<file path="config.mk">
export PLATFORM = sky130hd
export DESIGN_NAME = fir_cfg_master
export DESIGN_NICKNAME = d
export VERILOG_FILES = /design/src/rtl/fir_pkg.sv /design/src/rtl/axil_master_beat.sv /design/src/rtl/fir_cfg_master.sv
export SDC_FILE = /design/constraint.sdc
export NUM_CORES = 1
export LEC_CHECK = 0
export CAP_MARGIN = 20
export CORE_MARGIN = 10
export CORE_UTILIZATION = 48
export CTS_BUF_LIST = sky130_fd_sc_hd__clkbuf_8
export DETAILED_ROUTE_END_ITERATION = 10
export GPL_ROUTABILITY_DRIVEN = 0
export PLACE_DENSITY_LB_ADDON = 0.08
export SKIP_CTS_REPAIR_TIMING = 1
export SKIP_LAST_GASP = 1
export SYNTH_ARGS = -nofsm -noshare
export SYNTH_HDL_FRONTEND = slang
export SYNTH_SLANG_ARGS = --single-unit
</file>
<file path="constraint.sdc">
create_clock -name axis_clk -period 3.3 [get_ports axis_clk]
set_input_delay 0.825 -clock axis_clk [delete_from_list [all_inputs] [get_ports axis_clk]]
set_output_delay 0.825 -clock axis_clk [all_outputs]
set_load 0.02 [all_outputs]
</file>
<file path="src/rtl/fir_pkg.sv">
// Shared constants and types for the FIR configuration master.
// Register map, status bit positions, sequencer states and error codes.
package fir_pkg;

    localparam logic [11:0] ADDR_CTRL = 12'h000;
    localparam logic [11:0] ADDR_LEN  = 12'h010;
    localparam logic [11:0] ADDR_TAP0 = 12'h020;

    localparam int AP_START = 0;
    localparam int AP_DONE  = 1;
    localparam int AP_IDLE  = 2;

    typedef enum logic [3:0] {
        ST_IDLE,
        ST_WR_LEN,
        ST_WR_COEF,
        ST_RD_COEF,
        ST_WR_START,
        ST_POLL_RD,
        ST_POLL_GAP,
        ST_DONE,
        ST_ERR
    } state_e;

    localparam logic [1:0] ERR_NONE     = 2'd0;
    localparam logic [1:0] ERR_MISMATCH = 2'd1;
    localparam logic [1:0] ERR_TIMEOUT  = 2'd2;

endpackage

</file>
<file path="src/rtl/axil_master_beat.sv">
// Single-beat AXI-Lite master engine; aw and w handshakes tracked separately.
// ack pulses for one cycle after the beat completes; no new beat starts during it.
module axil_master_beat #(
    parameter int AW = 12,
    parameter int DW = 32
) (
    input  logic          clk,
    input  logic          rst_n,
    input  logic          req,
    input  logic          rw,
    input  logic [AW-1:0] addr,
    input  logic [DW-1:0] wdata,
    output logic          ack,
    output logic [DW-1:0] rdata,
    output logic          m_awvalid,
    output logic [AW-1:0] m_awaddr,
    input  logic          m_awready,
    output logic          m_wvalid,
    output logic [DW-1:0] m_wdata,
    input  logic          m_wready,
    output logic          m_arvalid,
    output logic [AW-1:0] m_araddr,
    input  logic          m_arready,
    input  logic          m_rvalid,
    output logic          m_rready,
    input  logic [DW-1:0] m_rdata
);

    logic          active_q, active_d;
    logic          awv_q, awv_d;
    logic          wv_q, wv_d;
    logic          arv_q, arv_d;
    logic          rr_q, rr_d;
    logic          awd_q, awd_d;
    logic          wd_q, wd_d;
    logic          ack_q, ack_d;
    logic [AW-1:0] addr_q, addr_d;
    logic [DW-1:0] wdat_q, wdat_d;
    logic [DW-1:0] rdat_q, rdat_d;

    logic aw_hs, w_hs, ar_hs, r_hs;
    assign aw_hs = awv_q & m_awready;
    assign w_hs  = wv_q & m_wready;
    assign ar_hs = arv_q & m_arready;
    assign r_hs  = rr_q & m_rvalid;

    always_ff @(posedge clk or negedge rst_n) begin
        if (!rst_n) begin
            active_q <= 1'b0;
            awv_q    <= 1'b0;
            wv_q     <= 1'b0;
            arv_q    <= 1'b0;
            rr_q     <= 1'b0;
            awd_q    <= 1'b0;
            wd_q     <= 1'b0;
            ack_q    <= 1'b0;
            addr_q   <= '0;
            wdat_q   <= '0;
            rdat_q   <= '0;
        end else begin
            active_q <= active_d;
            awv_q    <= awv_d;
            wv_q     <= wv_d;
            arv_q    <= arv_d;
            rr_q     <= rr_d;
            awd_q    <= awd_d;
            wd_q     <= wd_d;
            ack_q    <= ack_d;
            addr_q   <= addr_d;
            wdat_q   <= wdat_d;
            rdat_q   <= rdat_d;
        end
    end

    always_comb begin
        active_d = active_q;
        awv_d    = awv_q;
        wv_d     = wv_q;
        arv_d    = arv_q;
        rr_d     = rr_q;
        awd_d    = awd_q;
        wd_d     = wd_q;
        ack_d    = 1'b0;
        addr_d   = addr_q;
        wdat_d   = wdat_q;
        rdat_d   = rdat_q;
        if (!active_q) begin
            if (req && !ack_q) begin
                active_d = 1'b1;
                addr_d   = addr;
                wdat_d   = wdata;
                awv_d    = rw;
                wv_d     = rw;
                arv_d    = !rw;
                rr_d     = !rw;
                awd_d    = 1'b0;
                wd_d     = 1'b0;
            end
        end else begin
            if (aw_hs) begin
                awv_d = 1'b0;
                awd_d = 1'b1;
            end
            if (w_hs) begin
                wv_d = 1'b0;
                wd_d = 1'b1;
            end
            if (ar_hs) begin
                arv_d = 1'b0;
            end
            if (r_hs) begin
                rr_d   = 1'b0;
                rdat_d = m_rdata;
            end
            // A write needs both channels; either may have finished earlier.
            if (((awd_q | aw_hs) & (wd_q | w_hs)) | r_hs) begin
                active_d = 1'b0;
                ack_d    = 1'b1;
            end
        end
    end

    assign ack       = ack_q;
    assign rdata     = rdat_q;
    assign m_awvalid = awv_q;
    assign m_awaddr  = addr_q;
    assign m_wvalid  = wv_q;
    assign m_wdata   = wdat_q;
    assign m_arvalid = arv_q;
    assign m_araddr  = addr_q;
    assign m_rready  = rr_q;

endmodule

</file>
<file path="src/rtl/fir_cfg_master.sv">
// Hardware sequencer that programs, verifies and starts the FIR over AXI-Lite.
// Writes length and taps, reads taps back, writes ap_start, polls for done+idle.
module fir_cfg_master
    import fir_pkg::*;
#(
    parameter int pADDR_WIDTH = 12,
    parameter int pDATA_WIDTH = 32,
    parameter int Tape_Num    = 11,
    parameter int POLL_GAP    = 4,
    parameter int POLL_MAX    = 65535
) (
    input  logic                            axis_clk,
    input  logic                            axis_rst_n,
    input  logic                            cmd_start,
    input  logic [31:0]                     cmd_len,
    input  logic [Tape_Num*pDATA_WIDTH-1:0] cmd_coef,
    output logic                            awvalid,
    output logic [pADDR_WIDTH-1:0]          awaddr,
    input  logic                            awready,
    output logic                            wvalid,
    output logic [pDATA_WIDTH-1:0]          wdata,
    input  logic                            wready,
    output logic                            arvalid,
    output logic [pADDR_WIDTH-1:0]          araddr,
    input  logic                            arready,
    input  logic                            rvalid,
    output logic                            rready,
    input  logic [pDATA_WIDTH-1:0]          rdata,
    output logic                            busy,
    output logic                            done,
    output logic [1:0]                      err,
    output logic [3:0]                      err_idx
);

    localparam int GW = $clog2(POLL_GAP + 1);

    state_e                 state_q, state_d;
    logic [3:0]             idx_q, idx_d;
    logic [15:0]            poll_q, poll_d;
    logic [GW-1:0]          gap_q, gap_d;
    logic [31:0]            len_q, len_d;
    logic [pDATA_WIDTH-1:0] coef_q [Tape_Num];
    logic [pDATA_WIDTH-1:0] coef_d [Tape_Num];
    logic                   done_q, done_d;
    logic [1:0]             err_q, err_d;
    logic [3:0]             err_idx_q, err_idx_d;

    logic                   req, rw, ack;
    logic [pADDR_WIDTH-1:0] b_addr;
    logic [pDATA_WIDTH-1:0] b_wdata, b_rdata;
    logic                   last_tap;

    assign last_tap = (idx_q == 4'(Tape_Num - 1));

    always_ff @(posedge axis_clk or negedge axis_rst_n) begin
        if (!axis_rst_n) begin
            state_q   <= ST_IDLE;
            idx_q     <= '0;
            poll_q    <= '0;
            gap_q     <= '0;
            len_q     <= '0;
            done_q    <= 1'b0;
            err_q     <= ERR_NONE;
            err_idx_q <= '0;
            for (int k = 0; k < Tape_Num; k++) coef_q[k] <= '0;
        end else begin
            state_q   <= state_d;
            idx_q     <= idx_d;
            poll_q    <= poll_d;
            gap_q     <= gap_d;
            len_q     <= len_d;
            done_q    <= done_d;
            err_q     <= err_d;
            err_idx_q <= err_idx_d;
            for (int k = 0; k < Tape_Num; k++) coef_q[k] <= coef_d[k];
        end
    end

    always_comb begin
        state_d   = state_q;
        idx_d     = idx_q;
        poll_d    = poll_q;
        gap_d     = gap_q;
        len_d     = len_q;
        coef_d    = coef_q;
        done_d    = done_q;
        err_d     = err_q;
        err_idx_d = err_idx_q;
        unique case (state_q)
            ST_IDLE, ST_DONE, ST_ERR: begin
                if (cmd_start) begin
                    state_d   = ST_WR_LEN;
                    len_d     = cmd_len;
                    for (int k = 0; k < Tape_Num; k++)
                        coef_d[k] = cmd_coef[k*pDATA_WIDTH +: pDATA_WIDTH];
                    done_d    = 1'b0;
                    err_d     = ERR_NONE;
                    err_idx_d = '0;
                end
            end
            ST_WR_LEN: begin
                if (ack) begin
                    state_d = ST_WR_COEF;
                    idx_d   = '0;
                end
            end
            ST_WR_COEF: begin
                if (ack) begin
                    if (last_tap) begin
                        state_d = ST_RD_COEF;
                        idx_d   = '0;
                    end else begin
                        idx_d = idx_q + 4'd1;
                    end
                end
            end
            ST_RD_COEF: begin
                if (ack) begin
                    if (b_rdata != coef_q[idx_q]) begin
                        state_d   = ST_ERR;
                        err_d     = ERR_MISMATCH;
                        err_idx_d = idx_q;
                    end else if (last_tap) begin
                        state_d = ST_WR_START;
                    end else begin
                        idx_d = idx_q + 4'd1;
                    end
                end
            end
            ST_WR_START: begin
                if (ack) begin
                    state_d = ST_POLL_RD;
                    poll_d  = '0;
                end
            end
            ST_POLL_RD: begin
                if (ack) begin
                    if (b_rdata[AP_DONE] && b_rdata[AP_IDLE]) begin
                        state_d = ST_DONE;
                        done_d  = 1'b1;
                    end else if (poll_q == 16'(POLL_MAX - 1)) begin
                        state_d = ST_ERR;
                        err_d   = ERR_TIMEOUT;
                    end else begin
                        poll_d  = poll_q + 16'd1;
                        gap_d   = '0;
                        state_d = ST_POLL_GAP;
                    end
                end
            end
            ST_POLL_GAP: begin
                if (gap_q == GW'(POLL_GAP - 1)) state_d = ST_POLL_RD;
                else gap_d = gap_q + GW'(1);
            end
            default: state_d = ST_IDLE;
        endcase
    end

    always_comb begin
        busy    = 1'b1;
        req     = 1'b1;
        rw      = 1'b0;
        b_addr  = pADDR_WIDTH'(ADDR_CTRL);
        b_wdata = '0;
        unique case (state_q)
            ST_WR_LEN: begin
                rw      = 1'b1;
                b_addr  = pADDR_WIDTH'(ADDR_LEN);
                b_wdata = pDATA_WIDTH'(len_q);
            end
            ST_WR_COEF: begin
                rw      = 1'b1;
                b_addr  = pADDR_WIDTH'(ADDR_TAP0) + pADDR_WIDTH'({idx_q, 2'b00});
                b_wdata = coef_q[idx_q];
            end
            ST_RD_COEF: begin
                b_addr = pADDR_WIDTH'(ADDR_TAP0) + pADDR_WIDTH'({idx_q, 2'b00});
            end
            ST_WR_START: begin
                rw      = 1'b1;
                b_wdata = pDATA_WIDTH'(1) << AP_START;
            end
            ST_POLL_RD: begin
            end
            ST_POLL_GAP: req = 1'b0;
            default: begin
                busy = 1'b0;
                req  = 1'b0;
            end
        endcase
    end

    axil_master_beat #(
        .AW (pADDR_WIDTH),
        .DW (pDATA_WIDTH)
    ) u_beat (
        .clk       (axis_clk),
        .rst_n     (axis_rst_n),
        .req       (req),
        .rw        (rw),
        .addr      (b_addr),
        .wdata     (b_wdata),
        .ack       (ack),
        .rdata     (b_rdata),
        .m_awvalid (awvalid),
        .m_awaddr  (awaddr),
        .m_awready (awready),
        .m_wvalid  (wvalid),
        .m_wdata   (wdata),
        .m_wready  (wready),
        .m_arvalid (arvalid),
        .m_araddr  (araddr),
        .m_arready (arready),
        .m_rvalid  (rvalid),
        .m_rready  (rready),
        .m_rdata   (rdata)
    );

    assign done    = done_q;
    assign err     = err_q;
    assign err_idx = err_idx_q;

endmodule

</file>
**Yosys cells after proc, flatten, opt, wreduce, memory -nomap -nowiden**

Index checks and enable logic that the tools add are counted.
Widths: inputs -> output; s select.

- Shifts and indexed selects: 0
- Div/mod/pow operators: 0
- Equality and inequality tests: 33
- Bitwise operators: 10
- Reduce and logical (&&, ||, !) cells: 31
- Order comparisons: 1
- Add/subtract/negate cells: 4
- Mux-type cells: 73
- $mul: 0

Operators by type and width:

| operator | number |
|---|---|
| $bmux 32 s4 | 1 |
| $pmux 32 s3 | 1 |
| $mux 4 | 21 |
| $mux 16 | 4 |
| $mux 32 | 2 |
| $ne 32x32->1 | 1 |
| $pmux 16 s2 | 1 |
| $ne 2x2->1 const B | 15 |
| $pmux 4 s7 | 1 |
| $mux 1 | 26 |
| $add 16x1->16 const B | 1 |
| $eq 16x16->1 const B | 1 |
| $eq 4x3->1 const B | 4 |
| $pmux 7 s2 | 1 |
| $reduce_and 2->1 | 7 |
| $mux 2 | 6 |
| $mux 3 | 4 |
| $pmux 4 s3 | 1 |
| $ne 2x1->1 const B | 5 |
| $reduce_and 5->1 | 2 |
| $reduce_bool 2->1 | 5 |
| $reduce_and 9->1 | 1 |
| $eq 4x2->1 const B | 2 |
| $eq 4x4->1 const B | 2 |
| 26 further kinds | 37 |

- Bits in latches: 0
- Memories: 0
- ROM bits: 0
- Bits of input ports: 423
- Word-level logic and storage cells: 182
- Flip-flop bits (word level): 502
- Memory bits (writable): 0

**Logic depth before layout (Yosys ltp)**

Gate-level depths: netlist of the first run.

- Word-level depth: 8
- Gate-level depth with buffers: 15
- Depth with buffers taken out: 9

**By module**

Synthesis of the first run repeated with hierarchy kept, for this count alone.

- Cell total of the unflattened synthesis: 1909
- Area total of the unflattened synthesis: 23922.9 um2

By module, submodules not included:

| module | sequential area each (um2) | area each (um2) | times used | cells an instance |
|---|---|---|---|---|
| fir_cfg_master | 10460.0 | 20638.5 | 1 | 1610 |
| axil_master_beat | 2102.0 | 3284.4 | 1 | 299 |

**Worst setup path before layout of the first run**

OpenSTA, ideal clock, no wires.

- Kind: reg2reg
- Start: reg idx_q[0]
- End: reg err_q[0] (netlist: err[0])
- Required time: 3.179 ns
- Arrival time: 3.209 ns
- Setup slack: -0.031 ns
- Library setup time: 0.121 ns
- Stages on the path, launching flop included: 14
- Cell sequence: dfrtp_1 -> buf_6 -> buf_12 -> buf_8 -> buf_4 -> mux2i_1 -> a221oi_1 -> mux2_2 -> a2111oi_0 -> nand4_1 -> nor4_4 -> buf_6 -> nor2_1 -> o22a_1

- Word-level cells in the longest chain between the ends: 7

RTL lines:

| element | RTL line | source |
|---|---|---|
| start, declared | fir_cfg_master.sv:38 | `logic [3:0] idx_q, idx_d;` |
| start signal, assigned | fir_cfg_master.sv:68 | `idx_q <= idx_d;` |
| $not 4->5 (not written as such) | fir_cfg_master.sv:119 | `if (b_rdata != coef_q[idx_q]) begin` |
| $bmux 32 s4 | fir_cfg_master.sv:119 |  |
| $mux 32 (not written as such) (2 in a row) | fir_cfg_master.sv:119 |  |
| $ne 32x32->1 | fir_cfg_master.sv:119 |  |
| $ne 2x2->1 (no source line) | -- |  |
| $reduce_and 7->1 (no source line) | -- |  |
| end signal, assigned | fir_cfg_master.sv:73 | `err_q <= err_d;` |
| end, declared | fir_cfg_master.sv:45 | `logic [1:0] err_q, err_d;` |

No other way between the ends. The select of a mux whose other input is x is not followed.
A chain may end at the register's enable or synchronous reset.

**Worst setup path after layout of the first run**

- Start: reg idx_q[0]
- End: reg state_q[2]

- Word-level cells in the longest chain between the ends: 8
- Elaborated cells on any way between the ends: 12
- Classes of those cells: eq/ne (4); mux (6); bitwise (1); reduce/logical (1)

RTL lines:

| element | RTL line | source |
|---|---|---|
| $not 4->5 (not written as such) | fir_cfg_master.sv:119 |  |
| $bmux 32 s4 | fir_cfg_master.sv:119 |  |
| $mux 32 (not written as such) (2 in a row) | fir_cfg_master.sv:119 |  |
| $ne 32x32->1 | fir_cfg_master.sv:119 |  |
| $mux 4 | fir_cfg_master.sv:119 |  |
| $mux 4 | fir_cfg_master.sv:118 | `if (ack) begin` |
| $pmux 4 s7 | fir_cfg_master.sv:89 | `unique case (state_q)` |
| end signal, assigned | fir_cfg_master.sv:67 | `state_q <= state_d;` |
| end, declared | fir_cfg_master.sv:37 | `state_e state_q, state_d;` |

Parallel ways exist; a longest one is shown, timed or not. The select of a mux whose other input is x is not followed.

==> results of run 1 <==
## cell usage in the layout, fill, tap and decap left out, types with 13 or more instances in the layout
cell type / instances
clkdlybuf4s50_1: 475
a21o_1: 13
o21ai_0: 58
conb_1: 14
clkinv_2: 17
mux2i_1: 90
buf_12: 27
inv_1: 43
a21oi_1: 43
a22o_1: 47
a221o_1: 13
a22oi_1: 14
nor3_1: 22
nand2_1: 102
mux2_2: 427
buf_4: 140
xnor2_1: 17
clkbuf_8: 106
nor2_1: 33
and3_1: 17
mux4_2: 29
dfrtp_1: 491
## synthesized netlist by cell type (all sizes together) (4+ instances only)
cell       n
a2111oi    7
a211oi     4
a21boi     4
a21o      13
a21oi     45
a221o     13
a221oi    10
a22o      47
a22oi     17
a2bb2oi    9
a31o       7
a31oi     12
and2       9
and3      17
buf       54
clkbuf    85
dfrtp    495
ha         6
inv       20
mux2     428
mux2i     90
mux4      30
nand2    102
nand2b     5
nand3     13
nand4      6
nor2      34
nor2b     10
nor3      23
o211ai     6
o21ai     63
o221ai     5
o2bb2ai   12
o31ai      8
o32ai      4
or3        4
xnor2     17
xor2       8
## layer usage
layer  share of wire [%]  vias to the layer above  global-route usage, %
met3                 7.9                      158                  7.236
met4                 3.3                        8                  11.12
li1                    -                     7832                      -
met1                  39                     9112                  34.33
met2                  50                      756                  47.55
met5               0.068                        -                      0
## path summary, 6_finish.rpt
check,end,slack [ps],cells past startpoint
setup / recovery,state_q[2]$_DFFE_PN0P_,-310,12
hold / removal,poll_q[2]$_DFFE_PN0P_,200,1
setup reg to reg,state_q[2]$_DFFE_PN0P_,-310,12
hold reg to reg,u_beat.m_wdata[1]$_DFFE_PN0P_,480,1
max in group asynchronous,coef_q[202]$_DFFE_PN0P_,2210,2
min in group axis_clk,u_beat.m_wdata[1]$_DFFE_PN0P_,480,1
## cells by family after synthesis
kind of cell / synth area share (%)
DFF: 53.11
buffers and inverters: 3.487
xor gates and xnor gates: 0.9389
AOI/OAI and AO/OA: 9.625
muxes: 27.49
adders and majority gates: 0.3219
and+or+nand+nor: 5.006
other: 0.01608
## worst reg2reg max path, delay by kind of cell (launching register included)
family	cells	cell delay, ps
compound gates	4	750
buf+inv	3	420
flops	1	500
mux	1	300
simple gates	4	1530
## through the flow
step           hold WS, ps  setup slack, ps  setup TNS (ps)
5_1_grt              239.6           -373.9           -4963
3_5_place_dp         470.1           -339.4           -3794
4_1_cts              190.6           -367.4           -4121
6_report             196.0           -306.1           -3722
2_1_floorplan        449.8           -17.99          -17.99
3_3_place_gp         464.1           -323.0           -3110
## layout make-up
type                       instances  area [um^2]
sequential                       495        12400
antenna                            6        15.01
tap                              615        769.5
clock inverter                    47        272.8
timing repair buffer             650         6502
clock buffer                     106         1459
multi-input combinational       1143        10320
fill                            3632        16030
inverter                          23        86.33
## state kept, by name (all words and copies together), names as in the netlist
name,cells
u_beat.awd_q,1
err,2
u_beat.active_q,1
err_idx,4
idx_q,4
gap_q,3
u_beat.m_awvalid,1
u_beat.m_araddr,5
done,1
u_beat.m_wvalid,1
len_q,32
u_beat.ack,1
u_beat.m_rready,1
coef_q,352
poll_q,16
state_q,4
u_beat.m_arvalid,1
u_beat.rdata,32
u_beat.m_wdata,32
u_beat.wd_q,1
## report_power, final
part,switching (uW),leakage [uW],internal [uW]
Clock,2570,0.000993,3060
Combinational,5930,0.00638,7020
Sequential,2190,0.00599,9000
==> metrics.cfg, run 1 <==
[outcome]
status=finished, violations left
violations=negative setup slack

[pwr]
power_uw=29760
powerDensity_nw_per_um2=935.3
vdd_drop_max_mv=0.4079
leakagePower_uw=0.01336

[setup_path]
worstSetupEndpointType=flop
cp_data_required_time_ps=3850
cp-start-kind=flop
startpoint=idx_q[0]$_DFFE_PN0P_
path_max_fanout=5
path_common_cell=buf_12
crit_type=reg -> reg
cp_num_buf_inv=3
r2r_start=idx_q[0]$_DFFE_PN0P_
cp_slowest_stage_delay_ps=560
cp_cell_sequence=buf_6, mux2_4, a221o_1, and3_1, or4b_4, o2bb2ai_2, or4_4, nor4_4, buf_12, buf_12, a31oi_1, a2bb2oi_2
cpLargestDelayFamily=simple AND/OR/NAND/NOR gates
worstPathArrival_ps=4150
slowest_stage=or4b_4

[floorplan]
row_count=80
core_area_um2=47850
die_w_um=240.4
die_area_um2=57800
initial_core_util_pct=48.74
die_h_um=240.4
io_pins=491

[cts]
clkTransAtPathRegs_ps=60
clk_latency_ps=690
cts_tree=yes
clock_path_buffers=3
cts_sinks=495
ctsHtreeMaxLevel=3
cts_buffers=83
root_buffer=clkbuf_8

[layout]
drive_above_1_share_pct=32.67
area_growth_pct=36.45
finalNetCount=2825
fin_area_um2=31820
final_core_util_pct=66.51
final_cell_count_no_fill=3085

[timing]
worst_slew_pin_slew_ps=1135
setup_ws_ps=-306.1
drv_slew=0
min_period_over_period_pct=109.3
period_needed_ps=3606
relSlewSlack_pct=23.90
hold_viol=0
fmax_mhz=277.3
setup_viol=15
finalClockSkew_ps=24.43
rsz0062_at_grt=true

[grt]
grt_first_pass_wirelength_mm=121.3
grt_max_degree=89
antenna_found_initial=10
overflow=0
grtUsageTotal_pct=28.32
first_global_vias=18997

[worst_hold_path]
hold_class=in -> async

[yosys]
synth_seq_area_share_pct=53.11
synth_top_area_share_pct=53.11
async_reset_ff_share_pct=100.0
synth_edf_count=0
ys_top_cells_by_area=dfrtp_1 (53%), mux2_2 (21%), mux2i_1 (3.9%), mux4_2 (2.6%), a22o_1 (1.8%)
yosysTopAreaCell=dfrtp_1
ys_types=83
ys.warnings.count=0
syn_area_um2=23320
syn_area_per_cell_um2=13.05
ys.flop_type=dfrtp_1
ys_ff_latch=495
synth_cells=1787

[place]
numPortBuffers=476
dp_cells=2908
dpl_cell_area_um2=29750
dp.final_hpwl_mm=65.75

[routing]
via_per_inst=5.791
detailedRoute.firstPassIterationCount=6
wire_per_inst_um=27.07
initialDrtViolationCount=1697
vias=17866
routed_wl_mm=83.50
ant_nets=0
drc_errors=0

[job]
cap_violations=0

No activity file was read; power rests on OpenSTA's default activity.
==> run 2: changes to the inputs <==
- SKIP_CTS_REPAIR_TIMING: 1 -> unset
==> run 2 against run 1 <==
- register-to-register slack better by 60 ps
- sequential cell count unchanged
- via count increased by 0.57%
- count of clock-buffer cells in the layout stayed put
- final cell count increased by 0.32%
- non-clock buffer count rose by 7
- the flow still finishes with violations (negative setup slack)
- critical endpoint is now err[0]$_DFFE_PN0P_
- wire length is 0.36% higher
- first-iteration DRC count shrank 12%
- sequential power about the same
- setup slack better by 60 ps
==> metrics.cfg, run 2 (same netlist as run 1, synthesis figures left out) <==
[routing]
via_per_inst=5.805  ; +0.25%
wire_per_inst_um=27.08  ; about the same
initialDrtViolationCount=1495  ; -12%
ant_nets=0  ; unchanged
vias=17968  ; +0.57%
drc_errors=0  ; unchanged
routed_wl_mm=83.80  ; +0.36%
detailedRoute.firstPassIterationCount=7  ; +1

[setup_path]
cp-start-kind=flop
cpLargestDelayFamily=compound AO/OA/AOI/OAI gates
cp_slowest_stage_delay_ps=510  ; -50 ps
cp_num_buf_inv=6  ; +3
worstPathArrival_ps=4110  ; -40 ps
worstSetupEndpointType=flop
path_max_fanout=14  ; +9
crit_type=reg -> reg
cp_data_required_time_ps=3860  ; about the same
slowest_stage=dfrtp_4
cp_cell_sequence=buf_4, buf_12, buf_6, mux2_2, a221oi_4, a221o_1, xnor2_1, a2111oi_2, nand4_1, nor4_4, buf_6, buf_12, buf_4, nor2_4, o22a_1

[floorplan]
initial_core_util_pct=48.74  ; unchanged
die_area_um2=57800  ; unchanged
die_w_um=240.4  ; unchanged
io_pins=491  ; unchanged
die_h_um=240.4  ; unchanged
row_count=80  ; unchanged
core_area_um2=47850  ; unchanged

[pwr]
vdd_drop_max_mv=0.4103  ; +0.59%
powerDensity_nw_per_um2=937.1  ; +0.19%
leakagePower_uw=0.01345  ; +0.69%

[cts]
clk_latency_ps=680  ; about the same
root_buffer=clkbuf_8
clock_path_buffers=3  ; unchanged
clkTransAtPathRegs_ps=60  ; about the same
cts_tree=yes
cts_hold_buf=0
cts_buffers=83  ; unchanged
ctsHtreeMaxLevel=3  ; unchanged
cts_sinks=495  ; unchanged

[timing]
relSlewSlack_pct=26.36  ; +2.5 points
worst_slew_pin_slew_ps=1099  ; -36.63 ps
finalClockSkew_ps=17.90  ; -6.526 ps
min_period_over_period_pct=107.4  ; -1.8 points
drv_slew=0  ; unchanged
rsz0062_at_grt=true
setup-tns-final_ps=-2727  ; +995.0 ps
setup_viol=14  ; -1
period_needed_ps=3546  ; -60.49 ps
setup_ws_ps=-245.7  ; +60.49 ps
fmax_mhz=282.0  ; +1.7%
hold_viol=0  ; unchanged

[layout]
drive_above_1_share_pct=33.71  ; +1.0 points
final_cell_mix=dfrtp_1 (490), clkdlybuf4s50_1 (475), mux2_2 (427)
fillerInstances=3597  ; -0.96%
seq_area_um2=12400  ; about the same
final_common_cell=dfrtp_1
multiInputGateArea_um2=10480  ; +1.5%
finalNetCount=2832  ; +0.25%
largest_reg_flops=352  ; unchanged
fin_area_um2=32080  ; +0.83%
area_growth_pct=37.57
top_register=coef_q

[worst_hold_path]
hold_class=in -> async

[grt]
grt_first_pass_wirelength_mm=121.4  ; about the same
use_met1_pct=33.33  ; -1.0 points
use_met3_pct=8.908  ; +1.7 points
grt_max_degree=89  ; unchanged
antenna_found_initial=11  ; +1
overflow=0  ; unchanged
first_global_vias=19111  ; +0.60%
grtUsageMet2_pct=47.15  ; -0.40 points
grt_busiest_layer=met2
grtUsageTotal_pct=28.47  ; +0.15 points

[outcome]
violations=negative setup slack
status=finished, violations left

[place]
numPortBuffers=476  ; unchanged
dp.final_hpwl_mm=65.75  ; unchanged
dpl_cell_area_um2=29750  ; unchanged

[job]
cap_violations=0  ; unchanged

[run 2: final timing paths]
| kind | from | endpoint | slack (ps) | cells past startpoint |
|---|---|---|---|---|
| max | idx_q[0]$_DFFE_PN0P_ | err[0]$_DFFE_PN0P_ | -250 | 15 |
| min | axis_rst_n | poll_q[2]$_DFFE_PN0P_ | 190 | 1 |
| max reg2reg | idx_q[0]$_DFFE_PN0P_ | err[0]$_DFFE_PN0P_ | -250 | 15 |
| min reg2reg | u_beat.m_wdata[27]$_DFFE_PN0P_ | u_beat.m_wdata[27]$_DFFE_PN0P_ | 480 | 1 |
| max in group asynchronous | axis_rst_n | coef_q[202]$_DFFE_PN0P_ | 2210 | 2 |
| min in group axis_clk | u_beat.m_wdata[27]$_DFFE_PN0P_ | u_beat.m_wdata[27]$_DFFE_PN0P_ | 480 | 1 |
[run 2: layout make-up]
class	instances	share of cell area (%)
Clock buffer	106	4.547
Multi-Input combinational cell	1143	32.66
Inverter	23	0.2691
Tap cell	615	2.398
Antenna cell	9	0.07020
Timing Repair Buffer	657	20.56
Clock inverter	47	0.8502
Sequential cell	495	38.64
[run 2: power by group]
group | switching (uW) | total [uW] | internal, uW
sequential | 2210 | 11200 | 9000
combinational | 6060 | 13200 | 7160
clock | 2560 | 5620 | 3060
[run 2: per-stage QoR]
step           hold WS, ps  setup WS (ps)  util [%]  cells  power, uW
2_1_floorplan        449.8         -17.99         -   1800      17980
3_3_place_gp         464.1         -323.0     62.18   2908      23300
3_5_place_dp         470.1         -339.4     62.18   2908      23660
4_1_cts              190.6         -226.3     66.23   3073      29550
5_1_grt              230.2         -313.7     67.04   3092      31510
6_report             192.6         -245.7     67.06   3095      30060
[run 2: what timing repair did]
action                                  4_1_cts  5_1_grt
endpoints found under the setup margin       15       14
gates cloned                                  1        1
setup buffers                                11       12
gates resized for setup                      18       50
pin swaps                                    10       23
hold endpoints to repair                      0        0
[run 2: per-layer routing]
layer  up-vias  wire length (um)
li1       7861                 -
met2       800             41450
met5         -                29
met1      9131             31550
met4         4              3418
met3       172              7353
==> run 3: changes to the inputs <==
--- a/config.mk
+++ b/config.mk
@@ -6,5 +6,5 @@
 export NUM_CORES = 1
 export LEC_CHECK = 0
-export CAP_MARGIN = 20
+export CAP_MARGIN = 5
 export CORE_MARGIN = 10
 export CORE_UTILIZATION = 48
==> constraint.sdc (replaced) <==
create_clock -name axis_clk -period 3.3 [get_ports axis_clk]
set_input_delay 0.66 -clock axis_clk [delete_from_list [all_inputs] [get_ports axis_clk]]
set_output_delay 0.66 -clock axis_clk [all_outputs]
set_load 0.02 [all_outputs]
==> run 3 against run 2 <==
- the flow still finishes with violations (negative setup slack)
- clock skew is 19 ps higher
- sequential power hardly changed
- critical endpoint is now idx_q[3]$_DFFE_PN0P_
- setup slack worse by 13 ps
- largest power group unchanged
==> metrics.cfg, run 3 (same netlist as run 1, synthesis figures left out) <==
[outcome]
status=finished, violations left
violations=negative setup slack

[layout]
final_cell_mix=dfrtp_1 (489), clkdlybuf4s50_1 (475), mux2_2 (426)
finalNetCount=2840  ; +0.28%
final_common_cell=dfrtp_1
fin_area_um2=31850  ; -0.72%
seq_area_um2=12400  ; about the same
final_core_util_pct=66.57  ; -0.48 points
fillerInstances=3646  ; +1.4%
largest_reg_flops=352  ; unchanged
top_register=coef_q
drive_above_1_share_pct=33.58  ; -0.13 points
multiInputGateArea_um2=10510  ; +0.29%
area_growth_pct=36.58

[setup_path]
worstSetupEndpointType=flop
path_max_fanout=13  ; -1
cp_data_required_time_ps=3880  ; +20 ps
cp-start-kind=flop
crit_type=reg -> reg
worstPathArrival_ps=4130  ; +20 ps

[timing]
min_period_over_period_pct=107.8  ; +0.39 points
period_needed_ps=3558  ; +12.80 ps
finalClockSkew_ps=37.15  ; +19.25 ps
rsz0062_at_grt=true
setup_ws_ps=-258.5  ; -12.80 ps
relSlewSlack_pct=34.86  ; +8.5 points
fmax_mhz=281.0  ; -0.36%
worst_slew_pin_slew_ps=968.4  ; -130.2 ps
hold_viol=0  ; unchanged
setup_viol=14  ; unchanged
drv_slew=0  ; unchanged

[cts]
cts_tree=yes
cts_buffers=84  ; +1.2%
root_buffer=clkbuf_8
cts_sinks=495  ; unchanged
ctsHtreeMaxLevel=3  ; unchanged
clk_latency_ps=670  ; about the same
clock_path_buffers=3  ; unchanged
cts_hold_buf=0  ; unchanged
clkTransAtPathRegs_ps=70  ; about the same

[routing]
vias=17878  ; -0.50%
drc_errors=0  ; unchanged
via_per_inst=5.784  ; -0.37%
initialDrtViolationCount=1540  ; +3.0%
detailedRoute.firstPassIterationCount=6  ; -1
routed_wl_mm=82.80  ; -1.2%
ant_nets=0  ; unchanged
wire_per_inst_um=26.79  ; -1.1%

[worst_hold_path]
hold_class=in -> async

[grt]
antenna_found_initial=8  ; -3
grt_first_pass_wirelength_mm=120.7  ; -0.56%
grtUsageTotal_pct=28.16  ; -0.32 points
overflow=0  ; unchanged
grt_max_degree=97  ; +9.0%
first_global_vias=19007  ; -0.54%

[floorplan]
die_h_um=240.4  ; unchanged
io_pins=491  ; unchanged
die_w_um=240.4  ; unchanged
row_count=80  ; unchanged
die_area_um2=57800  ; unchanged
core_area_um2=47850  ; unchanged
initial_core_util_pct=48.74  ; unchanged

[place]
dp.final_hpwl_mm=64.39  ; -2.1%
dpl_cell_area_um2=29540  ; -0.69%
numPortBuffers=476  ; unchanged

[job]
cap_violations=0  ; unchanged

[pwr]
vdd_drop_max_mv=0.3756  ; -8.4%
leakagePower_uw=0.01338  ; -0.50%
powerDensity_nw_per_um2=932.5  ; -0.48%

-- run 3: per-layer routing --
metal / up-vias / global-route usage, % / part of all wire [%]
met5: - / 0 / 0.062
met4: 8 / 10.77 / 3.3
met3: 148 / 7.030 / 7.9
met2: 815 / 47.34 / 50
met1: 9064 / 34.27 / 39
li1: 7843 / - / -
-- run 3: metrics by stage --
stage                     TNS, ps  cells  worst slack (ps)  hold WS [ps]  power (uW)
after floorplan            -17.99   1800            -17.99         364.4       17980
after global placement      -6079   2899            -528.2         462.8       23070
after detailed placement    -6588   2899            -553.2         472.6       23410
after CTS                   -2590   3073            -218.1         57.25       29300
after global routing        -3776   3091            -365.3         84.94       31140
final                       -2736   3091            -258.5         16.59       29700
-- run 3: power breakdown --
part | total (uW) | switching [uW] | internal (uW)
combinational | 13300 | 6070 | 7200
clock | 5340 | 2470 | 2870
sequential | 11100 | 2100 | 9000
total | 29700 | 10600 | 19100
-- run 3: worst max-delay path, cell delays in order, from the launching register on --
cell and delay [ps]:
dfrtp_4 540, buf_6 160, buf_12 140, buf_4 130, mux2i_1 110, a22oi_1 340, a21oi_1 130, or4b_4 570
o2bb2ai_4 140, or4_4 430, nor4_4 150, buf_6 150, buf_12 120, a211oi_2 60, a311oi_1 270
-- run 3: path summary, 6_finish.rpt --
check / start / to / slack, ps / cells past startpoint
worst max-delay path: idx_q[0]$_DFFE_PN0P_ / idx_q[3]$_DFFE_PN0P_ / -260 / 14
worst min-delay path: axis_rst_n / poll_q[0]$_DFFE_PN0P_ / 20 / 1
worst max register to register: idx_q[0]$_DFFE_PN0P_ / idx_q[3]$_DFFE_PN0P_ / -260 / 14
worst min register to register: u_beat.m_wdata[1]$_DFFE_PN0P_ / u_beat.m_wdata[1]$_DFFE_PN0P_ / 490 / 1
max in group asynchronous: axis_rst_n / coef_q[191]$_DFFE_PN0P_ / 2290 / 3
min in group axis_clk: u_beat.m_wdata[1]$_DFFE_PN0P_ / u_beat.m_wdata[1]$_DFFE_PN0P_ / 490 / 1
-- run 3: area by class of cell --
cell class	count	share of cell area (%)
inverters	23	0.2710
clock inverters	41	0.5224
flip-flops and latches	495	38.93
clock buffers	106	4.580
repair buffers	664	20.26
multi-input cells	1143	32.99
diodes	4	0.03142
well taps	615	2.416
-- run 3: repair_timing --
item / CTS / global route
gates resized for setup: 39 / 39
hold endpoints to repair: 0 / 0
setup buffers: 26 / 20
gates cloned: 1 / 0
setup endpoints to repair: 14 / 16
pin swaps: 18 / 26
